--- config.mk ---
export PLATFORM = sky130hd
export DESIGN_NAME = neopx_bit_tx_flat
export DESIGN_NICKNAME = d
export VERILOG_FILES = /design/src/rtl/neopx_bit_tx_if.sv /design/src/rtl/neopx_bit_tx.sv /design/src/flat_wrapper.sv
export SDC_FILE = /design/constraint.sdc
export NUM_CORES = 1
export LEC_CHECK = 0
export CAP_MARGIN = 30
export CORE_ASPECT_RATIO = 1.2
export CORE_MARGIN = 5
export CORE_UTILIZATION = 55
export DETAILED_ROUTE_END_ITERATION = 12
export PLACE_DENSITY = 0.79
export SYNTH_ARGS = -nofsm -noshare
export SYNTH_HDL_FRONTEND = slang
export SYNTH_SLANG_ARGS = --single-unit
--- constraint.sdc ---
create_clock -name i_clk -period 4.7 [get_ports i_clk]
set_clock_uncertainty 0.15 [all_clocks]
set_input_delay 1.41 -clock i_clk [delete_from_list [all_inputs] [get_ports i_clk]]
set_output_delay 1.41 -clock i_clk [all_outputs]
set_load 0.005 [all_outputs]
--- src/rtl/neopx_bit_tx_if.sv ---
// Pixel-word stream between the Wishbone NeoPixel controller (master) and the
// WS2812 serializer (slave). Plain valid/ready handshake with no skid buffer.
interface neopx_bit_tx_if;
  logic [31:0] data;   // [23:0] = G R B, [31:24] unused
  logic        valid;
  logic        ready;

  modport master (output data, output valid, input ready);
  modport slave  (input data, input valid, output ready);
endinterface

--- src/rtl/neopx_bit_tx.sv ---
// WS2812 one-wire serializer: shifts 24-bit GRB words MSB first and reports the strip latch.
// Optional NEOPX_OUT_INVERT_EN inverts o_neopx to drive an inverting level shifter.
module neopx_bit_tx #(
  parameter int unsigned T0H_CYCLES   = 29,
  parameter int unsigned T0L_CYCLES   = 61,
  parameter int unsigned T1H_CYCLES   = 58,
  parameter int unsigned T1L_CYCLES   = 32,
  parameter int unsigned RESET_CYCLES = 3600
) (
  input  logic           i_clk,
  input  logic           i_rst_n,
  neopx_bit_tx_if.slave  s_axis,
  output logic           o_neopx,
  output logic           o_busy,
  output logic           o_latched,
  output logic           o_drop
);

  localparam logic [15:0] T0H_LAST  = 16'(T0H_CYCLES - 1);
  localparam logic [15:0] T0L_LAST  = 16'(T0L_CYCLES - 1);
  localparam logic [15:0] T1H_LAST  = 16'(T1H_CYCLES - 1);
  localparam logic [15:0] T1L_LAST  = 16'(T1L_CYCLES - 1);
  localparam logic [15:0] LATCH_VAL = 16'(RESET_CYCLES);

  typedef enum logic [1:0] {
    IDLE = 2'd0,
    HIGH = 2'd1,
    LOW  = 2'd2
  } state_t;

  state_t      r_state;
  state_t      w_state_nxt;
  logic [23:0] r_shift;
  logic [4:0]  r_bit_idx;
  logic [15:0] r_cnt;
  logic [15:0] r_lat_cnt;
  logic        r_drop;
  logic        w_accept;
  logic        w_phase_end;
  logic        w_line;
  logic [15:0] w_phase_last;
  logic        w_unused_data;

  assign w_unused_data = ^s_axis.data[31:24];

  // Phase length is picked by the bit currently at the top of the shift register.
  assign w_phase_last = (r_state == HIGH) ? (r_shift[23] ? T1H_LAST : T0H_LAST)
                                          : (r_shift[23] ? T1L_LAST : T0L_LAST);
  assign w_phase_end  = (r_cnt == w_phase_last);

  always_comb begin
    // NOTE: every output of this block gets a default first, so no path can infer a latch.
    w_state_nxt = r_state;
    w_accept    = 1'b0;
    case (r_state)
      IDLE: begin
        if (s_axis.valid) begin
          w_accept    = 1'b1;
          w_state_nxt = HIGH;
        end
      end
      HIGH: if (w_phase_end) w_state_nxt = LOW;
      LOW:  if (w_phase_end) w_state_nxt = (r_bit_idx != 5'd0) ? HIGH : IDLE;
      default: w_state_nxt = IDLE;
    endcase
  end

  always_ff @(posedge i_clk) begin
    // NOTE: all state here is plain flops, so the synchronous reset covers every register.
    if (!i_rst_n) begin
      r_state   <= IDLE;
      r_shift   <= '0;
      r_bit_idx <= '0;
      r_cnt     <= '0;
      r_lat_cnt <= '0;
      r_drop    <= 1'b0;
    end else begin
      // NOTE: non-blocking assignments keep every flop sampling pre-edge values.
      r_state <= w_state_nxt;
      r_drop  <= s_axis.valid && (r_state != IDLE);
      case (r_state)
        IDLE: begin
          if (w_accept) begin
            r_shift   <= s_axis.data[23:0];
            r_bit_idx <= 5'd23;
            r_cnt     <= '0;
            r_lat_cnt <= '0;
          end else if (r_lat_cnt != LATCH_VAL) begin
            r_lat_cnt <= r_lat_cnt + 16'd1;
          end
        end
        HIGH: r_cnt <= w_phase_end ? 16'd0 : r_cnt + 16'd1;
        LOW: begin
          if (w_phase_end) begin
            r_cnt <= '0;
            if (r_bit_idx != 5'd0) begin
              r_shift   <= {r_shift[22:0], 1'b0};
              r_bit_idx <= r_bit_idx - 5'd1;
            end
          end else begin
            r_cnt <= r_cnt + 16'd1;
          end
        end
        default: ;
      endcase
    end
  end

  assign w_line       = (r_state == HIGH);
  assign s_axis.ready = (r_state == IDLE);
  assign o_busy       = (r_state != IDLE);
  assign o_latched    = (r_lat_cnt == LATCH_VAL);
  assign o_drop       = r_drop;

`ifdef NEOPX_OUT_INVERT_EN
  assign o_neopx = ~w_line;
`else
  assign o_neopx = w_line;
`endif

endmodule

--- src/flat_wrapper.sv ---
// flat-port wrapper written by rule: the top's interface ports become plain ports
module neopx_bit_tx_flat 
#(
  parameter int unsigned T0H_CYCLES   = 29,
  parameter int unsigned T0L_CYCLES   = 61,
  parameter int unsigned T1H_CYCLES   = 58,
  parameter int unsigned T1L_CYCLES   = 32,
  parameter int unsigned RESET_CYCLES = 3600
)
  (i_clk, i_rst_n, o_neopx, o_busy, o_latched, o_drop, s_axis_data, s_axis_valid, s_axis_ready);
  neopx_bit_tx_if s_axis_i ();
  input  logic i_clk;
  input  logic i_rst_n;
  output logic o_neopx;
  output logic o_busy;
  output logic o_latched;
  output logic o_drop;
  input wire logic [$bits(s_axis_i.data)-1:0] s_axis_data;
  input wire logic [$bits(s_axis_i.valid)-1:0] s_axis_valid;
  output wire logic [$bits(s_axis_i.ready)-1:0] s_axis_ready;
  assign s_axis_i.data = s_axis_data;
  assign s_axis_i.valid = s_axis_valid;
  assign s_axis_ready = s_axis_i.ready;
  neopx_bit_tx #(.T0H_CYCLES(T0H_CYCLES), .T0L_CYCLES(T0L_CYCLES), .T1H_CYCLES(T1H_CYCLES), .T1L_CYCLES(T1L_CYCLES), .RESET_CYCLES(RESET_CYCLES)) u_core (.i_clk(i_clk), .i_rst_n(i_rst_n), .s_axis(s_axis_i), .o_neopx(o_neopx), .o_busy(o_busy), .o_latched(o_latched), .o_drop(o_drop));
endmodule
==> out/summary.txt <==
Critical Path Sink -> o_latched
Comb power frac -> 24.1%
Area grow syn2layout -> 16.0%
Buffers plus inverters on the worst setup path -> 3
Clock buffer count from CTS -> 9
All-Layer GR Usage -> 20.9%
Post-route ant nets -> 0
Tightest Pin Transition -> 1000 ps
Die W -> 82.7 µm
Final worst path period share -> 76.6%
Reg2reg start -> u_core.r_state[1]
Post-CTS Hold Buffers -> 0
Reg2reg path depth -> 9
Layout cells sized above 1 -> 6.51%
Initial antenna violation count -> 0
DR WL/cell -> 14.7 µm
Commonest cells after routing, fill and taps aside -> 65 x nand3_1, 64 x dfxtp_1, 33 x a21oi_1
CTS tree -> done
Clk network pwr share -> 33.2%
Crit path time final -> 3600 ps
Syn avg cell area -> 7.99 µm²
Post-synthesis sequential area ratio -> 36.7%
Setup WS post-layout -> 1100 ps
CTS H-tree depth -> 3
Core Footprint -> 6090 µm²
LEAKAGE -> 1.34 nW
Crit-path max FO -> 5
Crit end category -> output port
Switching share of power -> 31.1%
PwrDens -> 359 nW/µm²
Crit path from -> u_core.r_lat_cnt[0]
Global-route wire length before repair -> 13,600 µm
Final net count -> 502
Register area -> 1280 µm²
Max stage delay on crit path -> 500 ps
DRT Wirelength -> 8000 µm
Via count -> 3,316
Setup tns final -> 0 ps
Syn. warnings -> 0
Int Power -> 1000 µW
Multi-input gate area -> 2040 µm²
Slew margin rel. -> 33.4%
Reg power frac -> 42.6%
Max Cap Viol -> 0
Input/output buffers -> 31
Clock Path Buffers -> 2
Post-CTS setup repair buffer count -> 0
Cells after synthesis -> 437
Peak Freq -> 278 MHz
Post-synth EDFFs -> 0
Crit path depth -> 6
# setup viols final -> 0
DR DRC count -> 0
Crit path cell chain -> inv_1 > ha_1 > nor4bb_1 > nand4_1 > inv_1 > clkdlybuf4s50_1
Setup Slack @ Placement -> 982 ps
Worst vdd rail ir drop -> 280 µV
Final hold vios -> 0
Post-cts sizing count -> 0
I/O pin total -> 40
Synth Net Count -> 483
Routability congestion estimate -> 0.844
Starting Density -> 57.3%
DP HPWL -> 5200 µm
Distinct cell type count after synthesis -> 44
CTS clk-pin slew, worst paths -> 70 ps
Final instance area -> 4050 µm²
Unrepaired setup endpoints after global routing -> no
Mapped cell area -> 3490 µm²
Root buf cell -> clkbuf_8
Worst min-delay path category -> reg2reg
Synth async-reset ratio -> 0%
Outcome -> finished clean
Setup CP Type -> reg2out
Max-slew violations -> 0
Most common cell after layout, fill and taps aside -> nand3_1
Crit-path slowest cell -> clkdlybuf4s50_1
DRT Pass-1 Iters -> 4
Crit path DAT -> 2040 ps
Via/cell ratio -> 6.11
Rows -> 31
Largest net degree at the start of global routing -> 56
# fillers -> 517
Vias in the first global route -> 3,078
Area after DPL -> 3850 µm²
Worst Path Required -> 3140 ps
Die area -> 8040 µm²
Flops & latches, synth -> 64
Primary FF master, synth -> dfxtp_1
Gr ovfl total -> 0
CP top delay family -> buffers and inverters
Antenna cell count -> 0
Clock Sinks -> 64
P_sw -> 452 µW
CP dominant cell by count -> inv_1
R2r setup slk -> 1520 ps
Chip height -> 97.3 µm
Crit path launch type -> flip-flop
RR Endpoint -> u_core.r_bit_idx[4]
Initial DRC Count -> 215
Clock latency on the worst-skew pair -> 340 ps
[cell families (layout without fill, tap and decap cells)]
| kind of cell | count (synthesis) | after routing | synth area share, % |
|---|---|---|---|
| AOI/OAI and AO/OA | 90 | 90 | 15.3 |
| xor gates and xnor gates | 20 | 20 | 5.02 |
| adders and majority gates | 11 | 11 | 3.94 |
| buffers and inverters | 43 | 67 | 4.88 |
| DFF | 64 | 64 | 36.7 |
| muxes | 2 | 2 | 0.574 |
| and+or+nand+nor | 207 | 207 | 33.5 |
[flip-flops by register name, indices dropped and copies added (netlist names)]
| name | count |
|---|---|
| u_core.r_bit_idx | 5 |
| u_core.r_state | 2 |
| u_core.r_lat_cnt | 16 |
| u_core.r_shift | 24 |
| u_core.o_drop | 1 |
| u_core.r_cnt | 16 |
[cell usage after synthesis (2+ instances only)]
master	instances	area share, %
clkbuf_1	19	2.0
o21a_1	3	0.65
dfxtp_1	64	37
ha_1	11	3.9
nor4_1	4	0.72
a21o_1	3	0.65
xnor2_1	11	2.8
nand3_1	65	9.3
nor4b_1	3	0.75
o31ai_1	3	0.65
or4_1	6	1.3
a31oi_1	29	5.2
nand2_1	26	2.8
and4_1	4	1.0
nor2_1	29	3.1
xor2_1	9	2.3
nor4_2	2	0.72
o211ai_1	3	0.65
nor3b_1	24	5.2
or3_1	3	0.54
nor3_1	10	1.4
o21ai_0	10	1.4
inv_1	13	1.4
a32oi_1	2	0.50
mux2i_1	2	0.57
and3_1	7	1.3
buf_1	4	0.43
a21oi_1	33	4.7
nand4_1	14	2.5
buf_2	7	1.0
[through the flow]
step	hold slack [ps]	cells	util (%)	total power, mW
2_1_floorplan	307	437	-	0.858
3_3_place_gp	324	526	62.9	0.959
3_5_place_dp	320	527	63.2	0.979
4_1_cts	342	543	66.4	1.46
5_1_grt	371	543	66.4	1.53
6_report	345	543	66.4	1.45
[per-layer routing]
layer  global-route usage, %  up-vias  part of all wire [%]
li1                        -     1645                     -
met1                    27.2     1593                    44
met2                    33.2       66                    50
met3                    4.36       12                   4.4
met4                    8.18        0                   1.6
met5                       0        -                     0
[worst min-delay path: stages (launching register included)]
cell and delay [ps]:
dfxtp_1 310, o221ai_1 70, a21oi_1 70
[worst min-delay path by stage]
stage / endpoint / cells past startpoint / slack [ps] / from
CTS: u_core.r_shift[0] / 2 / 340 / u_core.r_shift[0]
detailed placement: u_core.r_shift[0] / 2 / 320 / u_core.r_shift[0]
finish: u_core.r_shift[0] / 2 / 340 / u_core.r_shift[0]
global placement: u_core.r_bit_idx[1] / 1 / 320 / u_core.r_bit_idx[1]
floorplan: u_core.r_shift[0] / 2 / 310 / u_core.r_shift[0]
global route: u_core.r_bit_idx[1] / 1 / 370 / u_core.r_bit_idx[1]
[power groups by stage]
stage | registers (mW) | logic (mW) | clock network, mW
6_report | 0.619 | 0.350 | 0.482
5_1_grt | 0.624 | 0.392 | 0.517
4_1_cts | 0.618 | 0.351 | 0.488
3_5_place_dp | 0.630 | 0.349 | 0
3_3_place_gp | 0.628 | 0.331 | 0
2_1_floorplan | 0.622 | 0.236 | 0
[area by class of cell]
type | instances | share of cell area, %
multi-input cells | 330 | 50.5
flip-flops and latches | 64 | 31.7
repair buffers | 38 | 9.15
clock buffers | 13 | 3.93
well taps | 82 | 2.54
inverters | 13 | 1.21
clock inverters | 3 | 0.989
Note: power is estimated with default switching activity, not from simulation.
